[src/rtl/ism_pkg.sv]
// Shared types and constants for the parametrised image sensor model.
package ism_pkg;

    typedef enum logic [2:0] {
        IDLE   = 3'd0,
        START  = 3'd1,
        ACTIVE = 3'd2,
        GAP    = 3'd3,
        DONE   = 3'd4
    } state_t;

    localparam logic [1:0] MODE_RAMP    = 2'b00;
    localparam logic [1:0] MODE_DIAG    = 2'b01;
    localparam logic [1:0] MODE_CHECKER = 2'b10;
    localparam logic [1:0] MODE_LFSR    = 2'b11;

    localparam int unsigned LFSR_W = 16;
    localparam logic [LFSR_W-1:0] LFSR_SEED = 16'h0001;
    // Fibonacci taps for x^16 + x^14 + x^13 + x^11 + 1 (state bits 15, 13, 12, 10)
    localparam logic [LFSR_W-1:0] LFSR_TAPS = 16'hB400;

    function automatic logic [LFSR_W-1:0] lfsr_next(input logic [LFSR_W-1:0] cur);
        return {cur[LFSR_W-2:0], ^(cur & LFSR_TAPS)};
    endfunction

endpackage

[src/rtl/ism_pattern_gen.sv]
// Test-pattern mux for the image sensor model; owns the LFSR used by pattern 11.
module ism_pattern_gen
    import ism_pkg::*;
#(
    parameter int unsigned IMG_W = 64,
    parameter int unsigned PIX_W = 9,
    parameter int unsigned ROW_W = 3,
    parameter int unsigned COL_W = 6
) (
    input  logic             clk,
    input  logic             rst,
    input  logic [1:0]       mode,
    input  logic [ROW_W-1:0] row,
    input  logic [COL_W-1:0] col,
    input  logic             advance,
    input  logic             reseed,
    output logic [PIX_W-1:0] pixel
);

    logic [LFSR_W-1:0] lfsr_q;

    always_ff @(posedge clk) begin
        if (rst || reseed) begin
            lfsr_q <= LFSR_SEED;
        end else if (advance) begin
            lfsr_q <= lfsr_next(lfsr_q);
        end
    end

    // Arithmetic patterns are computed wide and truncated to the pixel width.
    always_comb begin
        pixel = '0;
        case (mode)
            MODE_RAMP:    pixel = PIX_W'(32'(row) * IMG_W + 32'(col));
            MODE_DIAG:    pixel = PIX_W'(32'(row) + 32'(col));
            MODE_CHECKER: pixel = {PIX_W{row[0] ^ col[0]}};
            default:      pixel = lfsr_q[PIX_W-1:0];
        endcase
    end

endmodule

[src/rtl/image_sensor_model_gen.sv]
// Parametrised image sensor model: pattern frames over a valid/ready pixel stream.
// Define ISM_OVERRUN_EN for a non-stalling sensor that drops refused pixels and flags out_overrun.
module image_sensor_model_gen
    import ism_pkg::*;
#(
    parameter int unsigned IMG_W     = 64,
    parameter int unsigned IMG_H     = 8,
    parameter int unsigned PIX_W     = 9,
    parameter int unsigned START_LAT = 4,
    parameter int unsigned LINE_GAP  = 2
) (
    input  logic             in_clk,
    input  logic             in_rst,
    input  logic             in_frame_capture,
    input  logic [1:0]       in_mode,
    input  logic             in_ready,
    output logic [PIX_W-1:0] out_data_read,
    output logic             out_valid,
    output logic             out_line_end,
    output logic             out_frame_end,
    output logic             out_done,
    output logic             out_busy,
`ifdef ISM_OVERRUN_EN
    output logic             out_overrun,
`endif
    output logic [7:0]       out_frame_cnt
);

    localparam int unsigned COL_W   = $clog2(IMG_W);
    localparam int unsigned ROW_W   = (IMG_H > 1) ? $clog2(IMG_H) : 1;
    localparam int unsigned CNT_MAX = (START_LAT > LINE_GAP) ? START_LAT : LINE_GAP;
    localparam int unsigned CNT_W   = $clog2(CNT_MAX + 1);

    state_t             state_q, next_state;
    logic [ROW_W-1:0]   row_q, row_d;
    logic [COL_W-1:0]   col_q, col_d;
    logic [CNT_W-1:0]   cnt_q, cnt_d;
    logic [1:0]         mode_q, mode_d;
    logic [PIX_W-1:0]   pixel_c, data_d;
    logic               valid_d, line_end_d, frame_end_d, done_d, busy_d;
    logic [7:0]         frame_cnt_d;
    logic               adv_c, load_c, capture_c, last_col_c, last_row_c;
`ifdef ISM_OVERRUN_EN
    logic               overrun_d;
`endif

    // row_q/col_q point at the next pixel to be loaded into the output register.
    assign capture_c  = (state_q == IDLE) && in_frame_capture;
    assign last_col_c = (col_q == COL_W'(IMG_W - 1));
    assign last_row_c = (row_q == ROW_W'(IMG_H - 1));
`ifdef ISM_OVERRUN_EN
    assign adv_c = out_valid;
`else
    assign adv_c = out_valid && in_ready;
`endif
    assign load_c = (next_state == ACTIVE) && (!out_valid || adv_c);

    ism_pattern_gen #(
        .IMG_W (IMG_W),
        .PIX_W (PIX_W),
        .ROW_W (ROW_W),
        .COL_W (COL_W)
    ) u_pattern (
        .clk     (in_clk),
        .rst     (in_rst),
        .mode    (mode_q),
        .row     (row_q),
        .col     (col_q),
        .advance (load_c),
        .reseed  (capture_c),
        .pixel   (pixel_c)
    );

    always_ff @(posedge in_clk) begin
        if (in_rst) begin
            state_q <= IDLE;
        end else begin
            state_q <= next_state;
        end
    end

    always_comb begin
        next_state = state_q;
        case (state_q)
            IDLE:   if (in_frame_capture) next_state = START;
            START:  if (cnt_q == CNT_W'(START_LAT)) next_state = ACTIVE;
            ACTIVE: begin
                if (adv_c && out_line_end) begin
                    if (out_frame_end) begin
                        next_state = DONE;
                    end else if (LINE_GAP != 0) begin
                        next_state = GAP;
                    end
                end
            end
            GAP:    if (cnt_q == CNT_W'(LINE_GAP - 1)) next_state = ACTIVE;
            DONE:   next_state = IDLE;
            default: next_state = IDLE;
        endcase
    end

    // Next values for the registered outputs and datapath.
    always_comb begin
        cnt_d       = '0;
        row_d       = row_q;
        col_d       = col_q;
        mode_d      = mode_q;
        data_d      = out_data_read;
        valid_d     = (next_state == ACTIVE);
        line_end_d  = valid_d ? out_line_end : 1'b0;
        frame_end_d = valid_d ? out_frame_end : 1'b0;
        done_d      = (next_state == DONE);
        busy_d      = (next_state != IDLE);
        frame_cnt_d = out_frame_cnt + 8'(done_d);
`ifdef ISM_OVERRUN_EN
        overrun_d   = capture_c ? 1'b0 : (out_overrun || (out_valid && !in_ready));
`endif
        if ((state_q == START || state_q == GAP) && next_state == state_q) begin
            cnt_d = cnt_q + CNT_W'(1);
        end
        if (capture_c) begin
            row_d  = '0;
            col_d  = '0;
            mode_d = in_mode;
        end
        if (load_c) begin
            data_d      = pixel_c;
            line_end_d  = last_col_c;
            frame_end_d = last_col_c && last_row_c;
            if (last_col_c) begin
                col_d = '0;
                row_d = last_row_c ? '0 : row_q + ROW_W'(1);
            end else begin
                col_d = col_q + COL_W'(1);
            end
        end
    end

    always_ff @(posedge in_clk) begin
        if (in_rst) begin
            row_q         <= '0;
            col_q         <= '0;
            cnt_q         <= '0;
            mode_q        <= MODE_RAMP;
            out_data_read <= '0;
            out_valid     <= 1'b0;
            out_line_end  <= 1'b0;
            out_frame_end <= 1'b0;
            out_done      <= 1'b0;
            out_busy      <= 1'b0;
            out_frame_cnt <= '0;
`ifdef ISM_OVERRUN_EN
            out_overrun   <= 1'b0;
`endif
        end else begin
            row_q         <= row_d;
            col_q         <= col_d;
            cnt_q         <= cnt_d;
            mode_q        <= mode_d;
            out_data_read <= data_d;
            out_valid     <= valid_d;
            out_line_end  <= line_end_d;
            out_frame_end <= frame_end_d;
            out_done      <= done_d;
            out_busy      <= busy_d;
            out_frame_cnt <= frame_cnt_d;
`ifdef ISM_OVERRUN_EN
            out_overrun   <= overrun_d;
`endif
        end
    end

endmodule

[config.mk]
export PLATFORM = sky130hd
export DESIGN_NAME = image_sensor_model_gen
export DESIGN_NICKNAME = d
export VERILOG_FILES = /design/src/rtl/ism_pkg.sv /design/src/rtl/ism_pattern_gen.sv /design/src/rtl/image_sensor_model_gen.sv
export SDC_FILE = /design/constraint.sdc
export NUM_CORES = 1
export LEC_CHECK = 0
export CAP_MARGIN = 20
export CORE_ASPECT_RATIO = 0.75
export CORE_UTILIZATION = 40
export CTS_CLUSTER_SIZE = 14
export DETAILED_ROUTE_END_ITERATION = 12
export GPL_TIMING_DRIVEN = 1
export PLACE_DENSITY = 0.69
export SLEW_MARGIN = 25
export SYNTH_ARGS = -nofsm -noshare
export SYNTH_HDL_FRONTEND = slang
export SYNTH_SLANG_ARGS = --single-unit
[constraint.sdc]
create_clock -name in_clk -period 2.3 [get_ports in_clk]
set_input_delay 0.23 -clock in_clk [delete_from_list [all_inputs] [get_ports in_clk]]
set_output_delay 0.23 -clock in_clk [all_outputs]
set_load 0.005 [all_outputs]
==> impl_metrics.tcl, run 1 <==
set metrics [dict create \
    yosysUniqueCellTypes 46 \
    grt_pass1_vias 1940 \
    hold_depth 2 \
    skew_ns 0.007784 \
    die_h_um 71.30 \
    arrival_ns 2.26 \
    slew_violations 0 \
    nFillCells 569 \
    r2r_cells 8 \
    remaining_drc_errors 0 \
    track_usage_pct 17.65 \
    crit_buf_inv 2 \
    synth_flop_cell "dfxtp_1" \
    die_w_um 94.40 \
    period_share_pct 87.69 \
    cp.required_ns 2.55 \
    fmax_mhz 495.8 \
    cts_buffers 5 \
    status "finished, final reports clean" \
    synth_seq_area_share_pct 42.99 \
    drive_above_1_share_pct 6.991 \
    synth_area_um2 2561 \
    maxCapViolations 0 \
    cts-root-buf "clkbuf_8" \
    num_rows 24 \
    slew_headroom_pct 57.56 \
    antenna_found_initial 0 \
    hold-path-endpoint "out_data_read[2]" \
    fin_nets 346 \
    synthCells 303 \
    cts_setup_buffers 0 \
    synth_warnings 0 \
    crit_path_start_kind "flop" \
    min-delay-start "out_data_read[2]" \
    clkLatencyLatePin_ns 0.31 \
    synth_top_cell_by_area "dfxtp_1" \
    syn_to_final_growth_pct 18.66 \
    powerDensity_nw_per_um2 563.1 \
    rr_endpoint "out_data_read[5]" \
    worst_slew_pin_slew_ns 0.6318 \
    synthArstFlopShare_pct 0 \
    cp_num_cells 8 \
    cp_max_fo 27 \
    clock_sinks 55 \
    synth.most_common_cell "dfxtp_1" \
    path_cells "inv_1 > ha_1 > nand3b_1 > a311oi_2 > and3_1 > buf_12 > o211ai_1 > a21oi_1" \
    dieArea_um2 6730 \
    synth-seq-cells 55 \
    vias 2142 \
    dp_hpwl_um 3891 \
    grt_pass1_wl_um 9211 \
    io_pins 28 \
    fin_crit_ns 2.017 \
    cp-end-kind "flop" \
    cts_tree "done" \
    drtAntennaViolNets 0 \
    netlist.area_leader.share_pct 42.99 \
    critPathKind "flop to flop" \
    clockBufferDepth 2 \
    placed_area_um2 2922 \
    clkTransAtPathRegs_ns 0.09 \
    synth.area.top_cells "dfxtp_1, nand2_1, ha_1" \
    slowest_stage "and3_1" \
    core_area_um2 6006 \
    avgViaCountPerCell 5.263 \
    wl_um 5489 \
    mappedNetlistNets 321 \
    r2r-start "cnt_q[0]" \
    grt_max_degree 28 \
    cts_resized 0 \
    avgSynthCellArea_um2 8.453 \
    cts_hold_buffers 0 \
    hold_path.class "flop to flop" \
    rsz0062_at_grt "false" \
    tns_ns 0 \
    vdd_drop_max_mv 0.3077 \
    wire_per_inst_um 13.49 \
    ys_top_cells_by_count "dfxtp_1, nand2_1, nor2_1, a21oi_1, nand3_1" \
    drt-pass1-iter-count 4 \
    hold_violations 0 \
    multiInputGateArea_um2 1339 \
    synth_edf_count 0 \
    slowest_delay_ns 0.40 \
    ctsHtreeMaxLevel 2 \
    grt_overflow 0 \
    final-seq-area_um2 1101 \
    gp_congestion 0.8389 \
    crit_family "compound AO/OA/AOI/OAI gates" \
    first_iter_violations 161 \
    final_cell_area_um2 3039 \
    initial_core_util_pct 42.65 \
    io_buffers 27 \
    antenna_cells 0 \
    setup_violations 0 \
    rrSetupSlack_ns 0.28 \
    cellLeakagePower_nw 1.076 \
]
-- area by class of cell --
cell class	instances	share of cell area [%]
clock buffer	6	2.717
clock inverter	2	1.153
inverter	9	1.112
multi-input combinational	221	44.05
sequential	55	36.23
tap	78	3.211
timing repair buffer	36	11.53
-- registers in the layout (all words and copies together) (netlist names) --
signal,flops
col_q,6
u_pattern.lfsr_q,16
cnt_q,3
out_busy,1
out_frame_cnt,8
out_line_end,1
out_frame_end,1
out_done,1
row_q,3
mode_q,2
out_valid,1
out_data_read,9
state_q,3
-- cells in the final DEF (no fill, tap or decap), drive strengths merged, types with 2 or more instances in the layout --
cell / Yosys / layout
nand2: 49 / 49
clkbuf: 6 / 6
ha: 11 / 11
xnor2: 8 / 8
o211ai: 3 / 3
nor3: 10 / 10
inv: 9 / 9
a21oi: 23 / 23
buf: 12 / 9
nand2b: 3 / 3
clkdlybuf4s50: 0 / 27
mux2i: 6 / 6
nor2: 25 / 25
nand3: 18 / 18
xor2: 5 / 5
nand4: 3 / 3
nor4: 2 / 2
dfxtp: 55 / 55
a211oi: 4 / 4
nor2b: 6 / 6
a311oi: 3 / 3
nand3b: 5 / 5
a31oi: 2 / 2
and3: 3 / 3
or3: 3 / 3
o21ai: 14 / 14
-- power by group --
part	switching, mW	internal, mW
sequential	0.00982	0.958
clock	0.308	0.353
combinational	0.0484	0.0347
total	0.367	1.34
-- metal layers --
metal	vias to the layer above	wire length (um)	GRT usage [%]
met2	44	2378	25.44
met1	1000	2826	26.32
met5	-	0	0
li1	1094	-	-
met3	4	241	3.928
met4	0	43	4.786
-- cell families (layout without fill, tap and decap cells) --
family          after synthesis  count (layout)  share of synthesized area (%)
simple gates                133             133                          24.72
xor+xnor                     13              13                          4.446
flops                        55              55                          42.99
fa+ha+maj                    12              12                          6.155
buf+inv                      27              53                          4.738
compound gates               55              55                          13.29
mux                           8               8                          3.664
-- worst min-delay path, stage by stage, from the launching register on --
cell	delay [ns]
dfxtp_1	0.32
nand2_1	0.05
a21oi_1	0.05
-- worst max path at each step --
stage	endpoint	start	slack, ns
after CTS	out_data_read[5]	cnt_q[0]	0.27
after global routing	out_data_read[3]	cnt_q[0]	0.12
after global placement	out_frame_cnt[5]	in_ready	0.16
after detailed placement	out_frame_cnt[6]	in_ready	0.14
final	out_data_read[5]	cnt_q[0]	0.28
after floorplan	out_data_read[2]	col_q[0]	0.50
-- per-stage QoR --
step | util [%] | power, mW | hold WS [ns] | worst slack (ns) | cells
4_1_cts | 50.60 | 1.729 | 0.4602 | 0.2692 | 407
5_1_grt | 50.60 | 1.783 | 0.4948 | 0.1249 | 407
3_3_place_gp | 48.65 | 1.072 | 0.4453 | 0.1589 | 399
3_5_place_dp | 48.65 | 1.073 | 0.4466 | 0.1385 | 399
6_report | 50.60 | 1.711 | 0.4578 | 0.2831 | 407
2_1_floorplan | - | 1.043 | 0.3479 | 0.4982 | 303
No activity file was read; power rests on OpenSTA's default activity.
==> inputs of run 2 (changes only) <==
CAP_MARGIN = 15   (was 20)
SYNTH_HIERARCHICAL = 1   (was default)
==> run 2 against run 1 <==
Against the previous run:
- routed wire length up 0.27%
- hold slack gained 0.045 ns
- final cell count down 3.2%
- die area increased by 5.2%
- clock skew rose by 0.0047 ns
- maximum frequency shrank 1.3%
- total power is 0.69% lower
- non-clock buffer count shrank 4
==> impl_metrics.tcl, run 2 <==
set metrics [dict create \
    die_w_um 96.83 \
    busiest_layer "met2" \
    netlist.area_leader.share_pct 40.82 \
    gp_congestion 0.7785 \
    vias 2087 \
    pwr-share-comb_pct 4.6 \
    antenna_cells 0 \
    cts-root-buf "clkbuf_8" \
    slew_violations 0 \
    r2r_cells 7 \
    wl_um 5504 \
    worst_slew_pin_slew_ns 0.5850 \
    synth_top_cell_by_area "dfxtp_1" \
    min-delay-start "out_data_read[7]" \
    maxCapViolations 0 \
    cp.required_ns 2.49 \
    clkTransAtPathRegs_ns 0.10 \
    rrSetupSlack_ns 0.26 \
    hold_path.class "flop to flop" \
    num_rows 25 \
    synth.area.top_cells "dfxtp_1, mux2i_1, nor2_1" \
    mappedNetlistNets 303 \
    p_switching_mw 0.3792 \
    status "finished, final reports clean" \
    top_register "u_pattern/lfsr_q" \
    synth-seq-cells 55 \
    critPathKind "flop to flop" \
    synth_warnings 6 \
    gr-usage-met2_pct 25.27 \
    cts_buffers 5 \
    wire_per_inst_um 13.97 \
    hold_violations 0 \
    grt_overflow 0 \
    rr_endpoint "out_data_read[2]" \
    vdd_drop_max_mv 0.3179 \
    largest_reg_flops 16 \
    arrival_ns 2.24 \
    multiInputGateArea_um2 1470 \
    tns_ns 0 \
    drive_above_1_share_pct 7.987 \
    synthXorXnorAreaFrac_pct 3.571 \
    synth_seq_area_share_pct 40.82 \
    r2r-start "col_q[0]" \
    crit_path_start_kind "flop" \
    fin_util_pct 49.40 \
    fin_crit_ns 2.043 \
    cp-end-kind "flop" \
    fmax_mhz 489.5 \
    initial_core_util_pct 42.07 \
    placed_area_um2 3057 \
    skew_ns 0.01244 \
    avgSynthCellArea_um2 9.465 \
    seqPwrFrac_pct 56.9 \
    drt-pass1-iter-count 4 \
    remaining_drc_errors 0 \
    rsz0062_at_grt "false" \
    clockBufferDepth 2 \
    cell_internal_pwr_mw 1.320 \
    synth_compound_area_share_pct 13.08 \
    setup_ws_ns 0.2569 \
    synth_edf_count 0 \
    grt_pass1_wl_um 9321 \
    synth_top_family_by_area "simple AND/OR/NAND/NOR gates" \
    swShare_pct 22.31 \
    cts_hold_buffers 0 \
    ys_top_cells_by_count "dfxtp_1, nor2_1, mux2i_1, inv_1, nand2_1" \
    die_h_um 73.12 \
    met3_usage_pct 3.448 \
    synthMuxAreaShare_pct 12.06 \
    track_usage_pct 16.18 \
    synthArstFlopShare_pct 0 \
    cp_max_fo 6 \
    powerDensity_nw_per_um2 536.5 \
    nFillCells 586 \
    cts_resized 0 \
    yosys.area_share.simple_pct 19.94 \
    yosys.area_share.adder_pct 5.844 \
    fin_nets 330 \
    core_area_um2 6412 \
    cts_setup_buffers 0 \
    final_cell_mix "dfxtp_1, nor2_1, mux2i_1" \
    synth_area_um2 2698 \
    period_share_pct 88.83 \
    setup_violations 0 \
    avgViaCountPerCell 5.297 \
    antenna_found_initial 0 \
    dp_hpwl_um 3919 \
    clkLatencyLatePin_ns 0.31 \
    final_cell_area_um2 3168 \
    synth.most_common_cell "dfxtp_1" \
    yosysUniqueCellTypes 52 \
    synth_flop_cell "dfxtp_1" \
    place_ws_ns 0.2791 \
    clock_sinks 55 \
    io_pins 28 \
    reg_top3 "u_pattern/lfsr_q x16, out_data_read x9, out_frame_cnt x8" \
    final-seq-area_um2 1101 \
    hold_depth 2 \
    cellLeakagePower_nw 1.152 \
    grt_pass1_vias 1921 \
    io_buffers 27 \
    first_iter_violations 122 \
    cts_tree "done" \
    layout_commonest_cell "dfxtp_1" \
    ctsHtreeMaxLevel 2 \
    slew_headroom_pct 60.83 \
    grt_max_degree 27 \
    dieArea_um2 7080 \
    drtAntennaViolNets 0 \
    syn_to_final_growth_pct 17.44 \
    synthCells 285 \
    hold-path-endpoint "out_data_read[7]" \
    clkPwrFrac_pct 38.5 \
    use_met1_pct 23.29 \
]
run 2: cell types whose count changed in the layout (fill, tap and decap cells not counted), moves of 6 or more:
cell / delta
nor2_1: +13
nand2_1: -36
o21ai_0: -8
inv_1: +6
nand3_1: -6
a21oi_1: -14
mux2i_1: +22
run 2: how the worst max path moves through the flow:
stage / from / end / depth (start not counted)
after global routing: col_q[0] / out_data_read[2] / 7
after global placement: in_ready / out_frame_cnt[5] / 8
final: col_q[0] / out_data_read[2] / 7
after CTS: col_q[0] / out_data_read[2] / 7
after detailed placement: col_q[0] / out_data_read[2] / 7
after floorplan: cnt_q[1] / u_pattern/lfsr_q[10] / 11
run 2: kinds of logic after synthesis:
| kind of cell | after synthesis |
|---|---|
| buf+inv | 29 |
| xor+xnor | 11 |
| fa+ha+maj | 12 |
| mux | 30 |
| compound gates | 46 |
| flops | 55 |
| simple gates | 102 |
run 2: worst max-delay path, cell delays in order, from the launching register on:
cell	delay (ns)
dfxtp_1	0.43
ha_1	0.23
inv_1	0.07
fa_1	0.40
xnor2_1	0.15
mux4_2	0.46
mux2i_1	0.17
nor2_1	0.05
run 2: area by class of cell:
class | count | share of cell area (%)
timing repair buffer | 32 | 10.11
tap | 81 | 3.199
sequential | 55 | 34.76
multi-input combinational | 201 | 46.41
clock buffer | 6 | 2.291
clock inverter | 2 | 1.224
inverter | 17 | 2.014
run 2: layer usage:
metal	routed length, um	vias to the layer above
met4	10	0
met5	0	-
met3	186	2
met2	2373	43
li1	-	1058
met1	2934	984
run 2: power by group through the flow:
stage	clock network, mW	registers (mW)	logic, mW
after global routing	0.712	0.969	0.0865
after detailed placement	0	0.989	0.0785
after global placement	0	0.988	0.0775
after CTS	0.670	0.967	0.0790
after floorplan	0	0.982	0.0544
final	0.654	0.967	0.0785
run 2: through the flow:
step	hold slack, ns	total power, mW	std cells
final	0.5028	1.700	394
after global routing	0.5427	1.768	394
after CTS	0.5112	1.715	394
after detailed placement	0.4856	1.067	386
after global placement	0.4706	1.066	386
after floorplan	0.3479	1.037	285
==> inputs of run 3 (changes only) <==
SYNTH_HIERARCHICAL = default   (was 1)
==> results of run 3 <==
Final layout, timing and power as in run 1 (identical DEF).
